===== config.mk =====
export PLATFORM = sky130hd
export DESIGN_NAME = ex_stage_flat
export DESIGN_NICKNAME = d
export VERILOG_FILES = /design/src/rtl/ex_stage_pkg.sv /design/src/rtl/ex_stage_if.sv /design/src/rtl/ex_stage_muldiv_seq.sv /design/src/rtl/ex_stage.sv /design/src/flat_wrapper.sv
export SDC_FILE = /design/constraint.sdc
export NUM_CORES = 2
export LEC_CHECK = 0
export ABC_AREA = 0
export ABC_CLOCK_PERIOD_IN_PS = 3600
export CAP_MARGIN = 25
export CORE_AREA = 10 10 260 262
export CTS_BUF_LIST = sky130_fd_sc_hd__clkbuf_8
export DETAILED_ROUTE_END_ITERATION = 12
export DIE_AREA = 0 0 270 272
export GPL_ROUTABILITY_DRIVEN = 1
export PLACE_DENSITY = 0.71
export SLEW_MARGIN = 30
export SYNTH_ARGS = -nofsm -noshare
export SYNTH_HDL_FRONTEND = slang
export SYNTH_HIERARCHICAL = 1
export SYNTH_SLANG_ARGS = --single-unit

===== constraint.sdc =====
create_clock -name CLK -period 3.6 [get_ports CLK]
set_clock_uncertainty 0.15 [all_clocks]
set_input_delay 0.72 -clock CLK [delete_from_list [all_inputs] [get_ports CLK]]
set_output_delay 0.72 -clock CLK [all_outputs]
set_load 0.02 [all_outputs]

===== src/rtl/ex_stage_pkg.sv =====
// Shared constants for the execute stage: datapath width, MIPS op and funct codes.
// No logic; imported by the interface, the mul/div engine and the top.
// Names are prefixed OP_/FN_ to keep op and funct spaces visibly separate.
package ex_stage_pkg;

  localparam int XLEN = 32;

  // Primary opcodes, Ins[31:26]
  localparam logic [5:0] OP_R_FORM = 6'h00;
  localparam logic [5:0] OP_ADDI   = 6'h08;
  localparam logic [5:0] OP_ADDIU  = 6'h09;
  localparam logic [5:0] OP_SLTI   = 6'h0A;
  localparam logic [5:0] OP_ANDI   = 6'h0C;
  localparam logic [5:0] OP_ORI    = 6'h0D;
  localparam logic [5:0] OP_LUI    = 6'h0F;
  localparam logic [5:0] OP_LW     = 6'h23;
  localparam logic [5:0] OP_SW     = 6'h2B;

  // R-form function codes, Ins[5:0]
  localparam logic [5:0] FN_SLL   = 6'h00;
  localparam logic [5:0] FN_SRL   = 6'h02;
  localparam logic [5:0] FN_SRA   = 6'h03;
  localparam logic [5:0] FN_MFHI  = 6'h10;
  localparam logic [5:0] FN_MFLO  = 6'h12;
  localparam logic [5:0] FN_MULT  = 6'h18;
  localparam logic [5:0] FN_MULTU = 6'h19;
  localparam logic [5:0] FN_DIV   = 6'h1A;
  localparam logic [5:0] FN_DIVU  = 6'h1B;
  localparam logic [5:0] FN_ADD   = 6'h20;
  localparam logic [5:0] FN_ADDU  = 6'h21;
  localparam logic [5:0] FN_SUB   = 6'h22;
  localparam logic [5:0] FN_SUBU  = 6'h23;
  localparam logic [5:0] FN_AND   = 6'h24;
  localparam logic [5:0] FN_OR    = 6'h25;
  localparam logic [5:0] FN_XOR   = 6'h26;
  localparam logic [5:0] FN_NOR   = 6'h27;
  localparam logic [5:0] FN_SLT   = 6'h2A;
  localparam logic [5:0] FN_SLTU  = 6'h2B;

endpackage


===== src/rtl/ex_stage_if.sv =====
// ID->EX instruction bus plus the EX result/status signals.
// No latency of its own; upstream (master) drives the instruction side.
// Busy is the hold-off back to upstream: while high, Valid is ignored.
interface ex_stage_if;
  import ex_stage_pkg::*;

  logic            Valid;
  logic [XLEN-1:0] Ins;
  logic [XLEN-1:0] Rdata1;
  logic [XLEN-1:0] Rdata2;
  logic [XLEN-1:0] Ed32;
  logic            Busy;
  logic [XLEN-1:0] Result;
  logic            Res_valid;
  logic            Ovf;
  logic            Ill;

  modport master (
    output Valid, Ins, Rdata1, Rdata2, Ed32,
    input  Busy, Result, Res_valid, Ovf, Ill
  );

  modport slave (
    input  Valid, Ins, Rdata1, Rdata2, Ed32,
    output Busy, Result, Res_valid, Ovf, Ill
  );
endinterface


===== src/rtl/ex_stage_muldiv_seq.sv =====
// Iterative 32-step multiply / restoring divide on magnitudes, signs applied in FIX.
// Latency: start edge T, 32 steps, FIX cycle; done_o high in the cycle before the edge T+33.
// busy_o is high from T to T+33; start_i is only honoured in IDLE.
module muldiv_seq
  import ex_stage_pkg::*;
(
  input  logic            clk_i,
  input  logic            rst_i,
  input  logic            start_i,
  input  logic            div_i,
  input  logic            sign_i,
  input  logic [XLEN-1:0] a_i,
  input  logic [XLEN-1:0] b_i,
  output logic            busy_o,
  output logic            done_o,
  output logic [XLEN-1:0] hi_o,
  output logic [XLEN-1:0] lo_o
);

  typedef enum logic [1:0] {S_IDLE, S_MUL, S_DIV, S_FIX} state_e;

  state_e      state_q;
  logic [4:0]  cnt_q;
  logic [63:0] acc_q;      // mul: {partial product, multiplier}; div: {remainder, quotient}
  logic [31:0] opnd_q;     // multiplicand or divisor magnitude
  logic [31:0] dvd_q;      // raw dividend, returned as HI on divide by zero
  logic        is_div_q;
  logic        neg_lo_q;   // negate product / quotient
  logic        neg_hi_q;   // negate remainder (dividend was negative)
  logic        dz_q;

  logic [31:0] a_mag, b_mag;
  logic [32:0] mul_sum;
  logic [63:0] mul_next;
  logic [32:0] rem_sh, diff;
  logic [63:0] div_next;

  assign a_mag = (sign_i && a_i[31]) ? -a_i : a_i;
  assign b_mag = (sign_i && b_i[31]) ? -b_i : b_i;

  // One shift-add step: add multiplicand if the current multiplier bit is set, shift right.
  assign mul_sum  = {1'b0, acc_q[63:32]} + (acc_q[0] ? {1'b0, opnd_q} : 33'd0);
  assign mul_next = {mul_sum, acc_q[31:1]};

  // One restoring step: shift left, trial-subtract, keep the difference if no borrow.
  assign rem_sh   = acc_q[63:31];
  assign diff     = rem_sh - {1'b0, opnd_q};
  assign div_next = diff[32] ? {rem_sh[31:0], acc_q[30:0], 1'b0}
                             : {diff[31:0],   acc_q[30:0], 1'b1};

  assign busy_o = (state_q != S_IDLE);
  assign done_o = (state_q == S_FIX);

  // Engine state: latch magnitudes on start, iterate 32 times, then one FIX cycle.
  always_ff @(posedge clk_i) begin
    if (rst_i) begin
      state_q  <= S_IDLE;
      cnt_q    <= '0;
      acc_q    <= '0;
      opnd_q   <= '0;
      dvd_q    <= '0;
      is_div_q <= 1'b0;
      neg_lo_q <= 1'b0;
      neg_hi_q <= 1'b0;
      dz_q     <= 1'b0;
    end else begin
      case (state_q)
        S_IDLE: begin
          if (start_i) begin
            cnt_q    <= '0;
            opnd_q   <= div_i ? b_mag : a_mag;
            acc_q    <= {32'd0, (div_i ? a_mag : b_mag)};
            dvd_q    <= a_i;
            is_div_q <= div_i;
            dz_q     <= div_i && (b_i == '0);
            neg_lo_q <= sign_i && (a_i[31] ^ b_i[31]);
            neg_hi_q <= div_i && sign_i && a_i[31];
            state_q  <= div_i ? S_DIV : S_MUL;
          end
        end
        S_MUL: begin
          acc_q <= mul_next;
          cnt_q <= cnt_q + 5'd1;
          if (cnt_q == 5'd31) state_q <= S_FIX;
        end
        S_DIV: begin
          acc_q <= div_next;
          cnt_q <= cnt_q + 5'd1;
          if (cnt_q == 5'd31) state_q <= S_FIX;
        end
        S_FIX:   state_q <= S_IDLE;
        default: state_q <= S_IDLE;
      endcase
    end
  end

  // Sign fix-up of the finished magnitudes; only meaningful while done_o is high.
  always_comb begin
    hi_o = '0;
    lo_o = '0;
    if (!is_div_q) begin
      {hi_o, lo_o} = neg_lo_q ? -acc_q : acc_q;
    end else if (dz_q) begin
      hi_o = dvd_q;
      lo_o = 32'hFFFF_FFFF;
    end else begin
      hi_o = neg_hi_q ? -acc_q[63:32] : acc_q[63:32];
      lo_o = neg_lo_q ? -acc_q[31:0]  : acc_q[31:0];
    end
  end

endmodule


===== src/rtl/ex_stage.sv =====
// MIPS execute stage: decode, single-cycle ALU, HI/LO pair, iterative mul/div.
// Latency: ALU result registered one cycle after accept; mul/div writes HI/LO 33 cycles after accept.
// Holds off upstream with Busy while mul/div runs; Valid during Busy is ignored.
module ex_stage
  import ex_stage_pkg::*;
(
  input  logic       CLK,
  input  logic       RST,
  ex_stage_if.slave  bus
);

  logic [5:0]  op, funct;
  logic [4:0]  shamt;
  logic [31:0] a, b, ed, zimm;
  logic [31:0] sum_ab, sum_ai, diff_ab;

  logic [31:0] alu_d;
  logic        ovf_d, ill_d;
  logic        is_md, md_div, md_sign;

  logic [31:0] result_q, hi_q, lo_q;
  logic        res_valid_q, ovf_q, ill_q;

  logic        accept;
  logic        md_busy, md_done;
  logic [31:0] md_hi, md_lo;
  logic        unused_ins;

  assign op      = bus.Ins[31:26];
  assign funct   = bus.Ins[5:0];
  assign shamt   = bus.Ins[10:6];
  assign a       = bus.Rdata1;
  assign b       = bus.Rdata2;
  assign ed      = bus.Ed32;
  assign zimm    = {16'h0, bus.Ins[15:0]};
  assign unused_ins = ^bus.Ins[25:16];

  assign sum_ab  = a + b;
  assign sum_ai  = a + ed;
  assign diff_ab = a - b;

  assign accept  = bus.Valid && !md_busy;

  // Decode and ALU; mul/div instructions only raise is_md and produce no result.
  always_comb begin
    alu_d   = '0;
    ovf_d   = 1'b0;
    ill_d   = 1'b0;
    is_md   = 1'b0;
    md_div  = 1'b0;
    md_sign = 1'b0;
    case (op)
      OP_R_FORM: begin
        case (funct)
          FN_ADD: begin
            alu_d = sum_ab;
            ovf_d = (a[31] == b[31]) && (sum_ab[31] != a[31]);
          end
          FN_ADDU: alu_d = sum_ab;
          FN_SUB: begin
            alu_d = diff_ab;
            ovf_d = (a[31] != b[31]) && (diff_ab[31] != a[31]);
          end
          FN_SUBU:  alu_d = diff_ab;
          FN_AND:   alu_d = a & b;
          FN_OR:    alu_d = a | b;
          FN_XOR:   alu_d = a ^ b;
          FN_NOR:   alu_d = ~(a | b);
          FN_SLT:   alu_d = {31'd0, ($signed(a) < $signed(b))};
          FN_SLTU:  alu_d = {31'd0, (a < b)};
          FN_SLL:   alu_d = b << shamt;
          FN_SRL:   alu_d = b >> shamt;
          FN_SRA:   alu_d = $unsigned($signed(b) >>> shamt);
          FN_MFHI:  alu_d = hi_q;
          FN_MFLO:  alu_d = lo_q;
          FN_MULT:  begin is_md = 1'b1; md_sign = 1'b1; end
          FN_MULTU: is_md = 1'b1;
          FN_DIV:   begin is_md = 1'b1; md_div = 1'b1; md_sign = 1'b1; end
          FN_DIVU:  begin is_md = 1'b1; md_div = 1'b1; end
          default:  ill_d = 1'b1;
        endcase
      end
      OP_ADDI: begin
        alu_d = sum_ai;
        ovf_d = (a[31] == ed[31]) && (sum_ai[31] != a[31]);
      end
      OP_ADDIU: alu_d = sum_ai;
      OP_SLTI:  alu_d = {31'd0, ($signed(a) < $signed(ed))};
      OP_ANDI:  alu_d = a & zimm;
      OP_ORI:   alu_d = a | zimm;
      OP_LUI:   alu_d = {bus.Ins[15:0], 16'h0};
      OP_LW:    alu_d = sum_ai;
      OP_SW:    alu_d = sum_ai;
      default:  ill_d = 1'b1;
    endcase
  end

  muldiv_seq u_muldiv (
    .clk_i   (CLK),
    .rst_i   (RST),
    .start_i (accept && is_md),
    .div_i   (md_div),
    .sign_i  (md_sign),
    .a_i     (a),
    .b_i     (b),
    .busy_o  (md_busy),
    .done_o  (md_done),
    .hi_o    (md_hi),
    .lo_o    (md_lo)
  );

  // Output registers and HI/LO; HI/LO only change on the engine's FIX->IDLE edge.
  always_ff @(posedge CLK) begin
    if (RST) begin
      result_q    <= '0;
      res_valid_q <= 1'b0;
      ovf_q       <= 1'b0;
      ill_q       <= 1'b0;
      hi_q        <= '0;
      lo_q        <= '0;
    end else begin
      res_valid_q <= accept && !is_md;
      if (accept && !is_md) begin
        result_q <= alu_d;
        ovf_q    <= ovf_d;
        ill_q    <= ill_d;
      end
      if (md_done) begin
        hi_q <= md_hi;
        lo_q <= md_lo;
      end
    end
  end

  assign bus.Busy      = md_busy;
  assign bus.Result    = result_q;
  assign bus.Res_valid = res_valid_q;
  assign bus.Ovf       = ovf_q;
  assign bus.Ill       = ill_q;

endmodule


===== src/flat_wrapper.sv =====
// flat-port wrapper written by rule: the top's interface ports become plain ports
module ex_stage_flat import ex_stage_pkg::*;
  (CLK, RST, bus_Valid, bus_Ins, bus_Rdata1, bus_Rdata2, bus_Ed32, bus_Busy, bus_Result, bus_Res_valid, bus_Ovf, bus_Ill);
  ex_stage_if bus_i ();
  input  logic CLK;
  input  logic RST;
  input wire logic [$bits(bus_i.Valid)-1:0] bus_Valid;
  input wire logic [$bits(bus_i.Ins)-1:0] bus_Ins;
  input wire logic [$bits(bus_i.Rdata1)-1:0] bus_Rdata1;
  input wire logic [$bits(bus_i.Rdata2)-1:0] bus_Rdata2;
  input wire logic [$bits(bus_i.Ed32)-1:0] bus_Ed32;
  output wire logic [$bits(bus_i.Busy)-1:0] bus_Busy;
  output wire logic [$bits(bus_i.Result)-1:0] bus_Result;
  output wire logic [$bits(bus_i.Res_valid)-1:0] bus_Res_valid;
  output wire logic [$bits(bus_i.Ovf)-1:0] bus_Ovf;
  output wire logic [$bits(bus_i.Ill)-1:0] bus_Ill;
  assign bus_i.Valid = bus_Valid;
  assign bus_i.Ins = bus_Ins;
  assign bus_i.Rdata1 = bus_Rdata1;
  assign bus_i.Rdata2 = bus_Rdata2;
  assign bus_i.Ed32 = bus_Ed32;
  assign bus_Busy = bus_i.Busy;
  assign bus_Result = bus_i.Result;
  assign bus_Res_valid = bus_i.Res_valid;
  assign bus_Ovf = bus_i.Ovf;
  assign bus_Ill = bus_i.Ill;
  ex_stage u_core (.CLK(CLK), .RST(RST), .bus(bus_i));
endmodule

Word-level counts from Yosys, hierarchy flattened
Cells that the tools add are included.
{ "totals": {"reg_bits": 238, "word_cells": 144, "output_inout_bits": 36, "inputBits": 131} }
{ "classes": {"n_lt_le_gt_ge": 3, "bitwise": 7, "n_addsub": 11, "mux": 33, "eq_ne": 38, "reduce_logical": 34, "shift": 3} }
{ "ops": {"columns": ["op", "count"], "rows": [
  ["one-hot mux 32 bit (13 select lines)", 1],
  ["two-way mux 32 bit", 11],
  ["two-way mux 64 bit", 3],
  ["one-hot mux 32 bit (6 select lines)", 1],
  ["one-hot mux 64 bit (3 select lines)", 1],
  ["negator 32 bit", 4],
  ["< comparator 32 bit", 3],
  ["equality test 6 bit, second input constant", 12],
  ["adder 32 bit", 2],
  ["negator 64 bit", 1],
  ["equality test 6 x 4 -> 1 bit, second input constant", 6],
  ["equality test 6 x 5 -> 1 bit, second input constant", 6],
  ["adder 32 x 32 -> 33 bit", 1],
  ["subtractor 33 x 32 -> 33 bit", 1],
  ["AND 32 x 16 -> 32 bit", 1],
  ["AND 32 bit", 1],
  ["logical NOT 32 bit", 1],
  ["NOT 32 bit", 1],
  ["bitwise OR 32 x 16 -> 32 bit", 1],
  ["bitwise OR 32 bit", 1],
  ["<< shifter 32 x 5 -> 32 bit", 1],
  [">> shifter 32 x 5 -> 32 bit", 1],
  [">>> shifter 32 x 5 -> 32 bit", 1],
  ["subtractor 32 bit", 1],
  ["28 further kinds", 66]
]} }

Longest topological paths before layout
{ "logic_depth": {"depth_word": 9, "mapped_depth": 14, "mapped_depth_nobuf": 14} }

Modules after synthesis
Netlist, hierarchy kept.
{ "modules_own_cells": {"columns": ["module", "area_each_um2", "cells_per_inst", "instances", "seq_area_each_um2"], "rows": [
  ["ex_stage", 16348.2, 2165, 1, 1981.9],
  ["muldiv_seq", 14473.9, 2086, 1, 2782.7]
]} }

Worst setup path before layout
Ideal clock, no wire load.
{ "synth_timing": {"path_kind": "register to register", "startpoint": "register u_core.u_muldiv.acc_q[0]", "endpoint": "register u_core.u_muldiv.acc_q[62]", "n_path_buf": 1, "required_time_ps": 3328, "slack_ps": 6, "path_stages_with_launch": 14, "setup_ps": 122, "arrival_ps": 3322, "synth_period_minus_slack_ps": 3594, "path_cell_list": "dfxtp_1 inv_1 buf_1 nor2_1 ha_1 nand2_1 a2111oi_0 o21ai_0 nand3_1 a41oi_1 o41ai_1 mux2i_1 o211ai_1 a311o_1"} }
{ "synth_between": {"elab_chain_len": 3} }
{ "synth_lines": {"columns": ["item", "line_no", "source"], "rows": [
  ["start: declaration", "ex_stage_muldiv_seq.sv:24", "logic [63:0] acc_q;"],
  ["start signal: assignment", "ex_stage_muldiv_seq.sv:72", "acc_q <= {32'd0, (div_i ? a_mag : b_mag)};"],
  ["start signal: assignment", "ex_stage_muldiv_seq.sv:82", "acc_q <= mul_next;"],
  ["start signal: assignment", "ex_stage_muldiv_seq.sv:87", "acc_q <= div_next;"],
  ["two-way mux 32 bit", "ex_stage_muldiv_seq.sv:42", "assign mul_sum = {1'b0, acc_q[63:32]} + (acc_q[0] ? {1'b0, opnd_q} : 33'd0);"],
  ["adder 32 x 32 -> 33 bit", "ex_stage_muldiv_seq.sv:42", null],
  ["one-hot mux 64 bit (3 select lines)", "ex_stage_muldiv_seq.sv:67", "case (state_q)"]
]} }
Every way passes these cells.
A chain may end at the register's enable or synchronous reset.

Worst setup path after layout
{ "layout_timing": {"startpoint": "input port bus_Rdata1[0]", "endpoint": "register u_core.result_q[18], in the netlist u_core/bus.Result[18]"} }
{ "layout_between": {"elab_chain_len": 3, "elab_cells_between_ends": 5, "cone_classes": "add/sub: 3; mux: 2"} }
{ "layout_lines": {"columns": ["item", "line_no", "source"], "rows": [
  ["start: declaration", "flat_wrapper.sv:9", "input wire logic [$bits(bus_i.Rdata1)-1:0] bus_Rdata1;"],
  ["subtractor 32 bit or adder 32 bit (tied branches)", "ex_stage.sv:40, ex_stage.sv:38", null],
  ["one-hot mux 32 bit (13 select lines)", "ex_stage.sv:54", "case (funct)"],
  ["one-hot mux 32 bit (6 select lines) *", "ex_stage.sv:52", "case (op)"],
  ["end signal: assignment", "ex_stage.sv:124", "result_q <= alu_d;"],
  ["end: declaration", "ex_stage.sv:21", "logic [31:0] result_q, hi_q, lo_q;"]
]} }
Every way passes the cells marked *; elsewhere a longest branch is shown, timed or not.

==> metrics.csv <==
metric;value;unit
critPathLaunchType;primary input;
fin_ws;-17.53;ps
end_kind;flop;
grt_max_degree;65;
grt_pass1_wl;234.3;mm
hold_path.class;flop to flop;
grt_usage;41.55;%
hold_viol_final;0;
min_from;u_core/u_muldiv/opnd_q[23]$_SDFFE_PP0P_;
syn2layout_area_growth;37.40;%
cts_tree;yes;
final_nets;5551;
tns;-17.53;ps
io_buffers;156;
crit_slowest_cell;clkdlybuf4s50_1;
min_to;u_core/u_muldiv/opnd_q[23]$_SDFFE_PP0P_;
async_flop_share;0;%
cp_top_family;compound AO/OA/AOI/OAI gates;
ioPinCount;167;
yosysMostFrequentCell;nor2_1;
yosys_warnings;6;
avgSynthCellArea;7.251;um^2
clkSinkCount;238;
ctsHtreeMaxLevel;2;
worstMarginPinSlew;894.5;ps
drt_pass1_iterations;6;
timing.rr.end;u_core/hi_q[30]$_SDFFE_PP0P_;
synth_largest_area_cell;dfxtp_1;
required;4040;ps
hold-path-cell-count;2;
chipWidth;270;um
start_util;49.31;%
netlist_instances;4251;
clk_latency;660;ps
numCtsBuffers;46;
antenna_left;0;
criticalPathCategory;primary input to flop;
fill_cells;5461;
totalPowerFinal;12.61;mW
yosys_register_bits;238;
via_count;38700;
r2r_start;u_core/u_muldiv/acc_q[8]$_SDFFE_PP0P_;
drc_errors;0;
dieArea;0.07344;mm^2
fin_crit_sh;100.5;%
dp_hpwl;129.5;mm
yosysSeqAreaShare;15.46;%
rows;92;
max-cap-violations;0;
synth_edf_count;0;
vias_per_cell;6.385;
rrSetupSlack;60;ps
rr_worst_depth;12;
syn_area;0.03082;mm^2
violations;setup timing;
grt_overflow;0;
crit_buf_inv;3;
status;finished with violations;
synth_top_flop_cell;dfxtp_1;
detail_route.wl_per_cell;26.68;um
wl;161.7;mm
slew_viol_final;0;
core-area;0.06250;mm^2
clkTransAtPathRegs;60;ps
first_iter_violations;4683;
setup_violations;1;
drive_above_1_share;27.25;%
max-slew-margin-rel;40.28;%
placed_cell_area;0.04024;mm^2
holdWs;300.9;ps
fmaxAchievable;276.4;MHz
yosys-top-cells-area;dfxtp_1 (15%), ha_1 (9.5%), a21oi_1 (6.6%);
p_leak;18.65;nW
yosysUniqueCellTypes;109;
syn_nets;4621;
place_congestion;1.092;
ir_worst_vdd;0.5116;mV
pre_cts_ws;-1011;ps
power_density;297.8;mW/mm^2
arrival;4060;ps
fin_area;0.04235;mm^2
die_y;272;um
fin_crit;3618;ps
cts_root_buf;clkbuf_8;
cpPeakStageDelay;410;ps
synthTopCellsByCount;nor2_1 (461), nand2_1 (412), a21oi_1 (407);
cts_buffer_depth;3;
path_cells;clkdlybuf4s50_1 -> buf_6 -> ha_2 -> fa_2 -> a21o_1 -> a221o_1 -> o211ai_2 -> a2111oi_4 -> buf_4 -> a311oi_2 -> a21oi_1 -> xnor2_1 -> o221ai_2 -> a21oi_2 -> a211oi_2;
rsz0062_at_grt;yes;
yosysTopAreaCellShare;15.46;%
antenna_found_initial;3;
worstPathMaxFanout;5;
grt_pass1_vias;37050;
## timing repair
item                       in CTS  in global routing
resized for setup              48                148
hold buffers                    0                  0
pin swaps                      13                 65
setup endpoints to repair      32                 89
cloned                          0                  2
buffers inserted                9                 16
## registers in the layout, indices dropped and copies added (netlist names)
| register | flops |
|---|---|
| u_core/u_muldiv/is_div_q | 1 |
| u_core/u_muldiv/neg_hi_q | 1 |
| u_core/bus.Ill | 1 |
| u_core/lo_q | 32 |
| u_core/bus.Ovf | 1 |
| u_core/hi_q | 32 |
| u_core/bus.Res_valid | 1 |
| u_core/bus.Result | 32 |
| u_core/u_muldiv/acc_q | 64 |
| u_core/u_muldiv/neg_lo_q | 1 |
| u_core/u_muldiv/cnt_q | 5 |
| u_core/u_muldiv/state_q | 2 |
| u_core/u_muldiv/dvd_q | 32 |
| u_core/u_muldiv/dz_q | 1 |
| u_core/u_muldiv/opnd_q | 32 |
## report_power, final
| part | internal [mW] | total [mW] | leakage [nW] | switching (mW) |
|---|---|---|---|---|
| logic | 2.70 | 6.75 | 16.2 | 4.05 |
| clock network | 1.60 | 3.01 | 0.547 | 1.40 |
| registers | 2.74 | 2.86 | 1.92 | 0.123 |
## layout make-up
class                           instances  area [um^2]  share of cell area, %
Sequential cell                       238         4771                  11.27
Multi-Input combinational cell       3454        24780                  58.51
Clock inverter                         19        117.6                 0.2777
Inverter                              237        899.6                  2.124
Clock buffer                           62        853.3                  2.015
Antenna cell                            1        2.502               0.005909
Tap cell                              846         1059                  2.499
Timing Repair Buffer                 1204         9869                  23.30
## worst max path at each step
stage / from / end / slack, ps / cells past startpoint
finish: bus_Rdata1[0] / u_core/bus.Result[18]$_SDFFE_PP0P_ / -20 / 15
global route: u_core/u_muldiv/acc_q[8]$_SDFFE_PP0P_ / u_core/hi_q[22]$_SDFFE_PP0P_ / -60 / 12
CTS: bus_Rdata2[1] / u_core/bus.Result[21]$_SDFFE_PP0P_ / 5 / 16
detailed placement: bus_Rdata2[6] / u_core/bus.Ovf$_SDFFE_PP0P_ / -1010 / 16
global placement: bus_Rdata2[6] / u_core/bus.Ovf$_SDFFE_PP0P_ / -1010 / 16
floorplan: u_core/u_muldiv/acc_q[0]$_SDFFE_PP0P_ / u_core/u_muldiv/acc_q[62]$_SDFFE_PP0P_ / 6 / 13
## metrics by stage
stage	std cells	utilization [%]
detailed placement	5953	64.38
finish	6061	67.75
global route	6061	67.75
floorplan	4251	-
CTS	6043	66.47
global placement	5953	64.38
## cells by family (layout without fill, tap and decap cells)
kind of cell             after synthesis  in the layout  share of synthesized area (%)
AO/OA/AOI/OAI                       1361           1361                          29.00
AND/OR/NAND/NOR                     1303           1303                          19.42
buffers and inverters                559           1522                          7.161
XOR/XNOR                             276            276                          7.867
multiplexers                         275            275                          11.26
adder cells (fa/ha/maj)              239            239                          9.824
flip-flops                           238            238                          15.46
other                                  0              1                              0
## metal layers
layer  up-vias  wire length (um)  track usage [%]
met5         -                 0                0
met2      2461             72660            68.12
li1      17280                 -                -
met4         0             16200            34.46
met3       748             15310            8.412
met1     18210             57510            46.37
## worst min-delay path, delay by kind of cell, from the launching register on
| kind | cells | cell delay, ps |
|---|---|---|
| AOI/OAI and AO/OA | 1 | 50 |
| DFF | 1 | 310 |
| and+or+nand+nor | 1 | 50 |
## placed cells by master, fill, tap and decap left out, types with 66 or more instances in the layout
cell type        synthesis  final
nor2_1                 461    454
clkdlybuf4s50_1          0    139
xnor2_1                195    194
buf_4                    2   1007
ha_1                   234    212
o21ai_0                276    260
dfxtp_1                238    233
nor3_1                  85     80
a21oi_1                407    393
a211oi_1                70     66
xor2_1                  80     79
mux2i_1                195    194
inv_1                  227    229
nand2_1                412    410
Power figures use the tool's default switching activity.
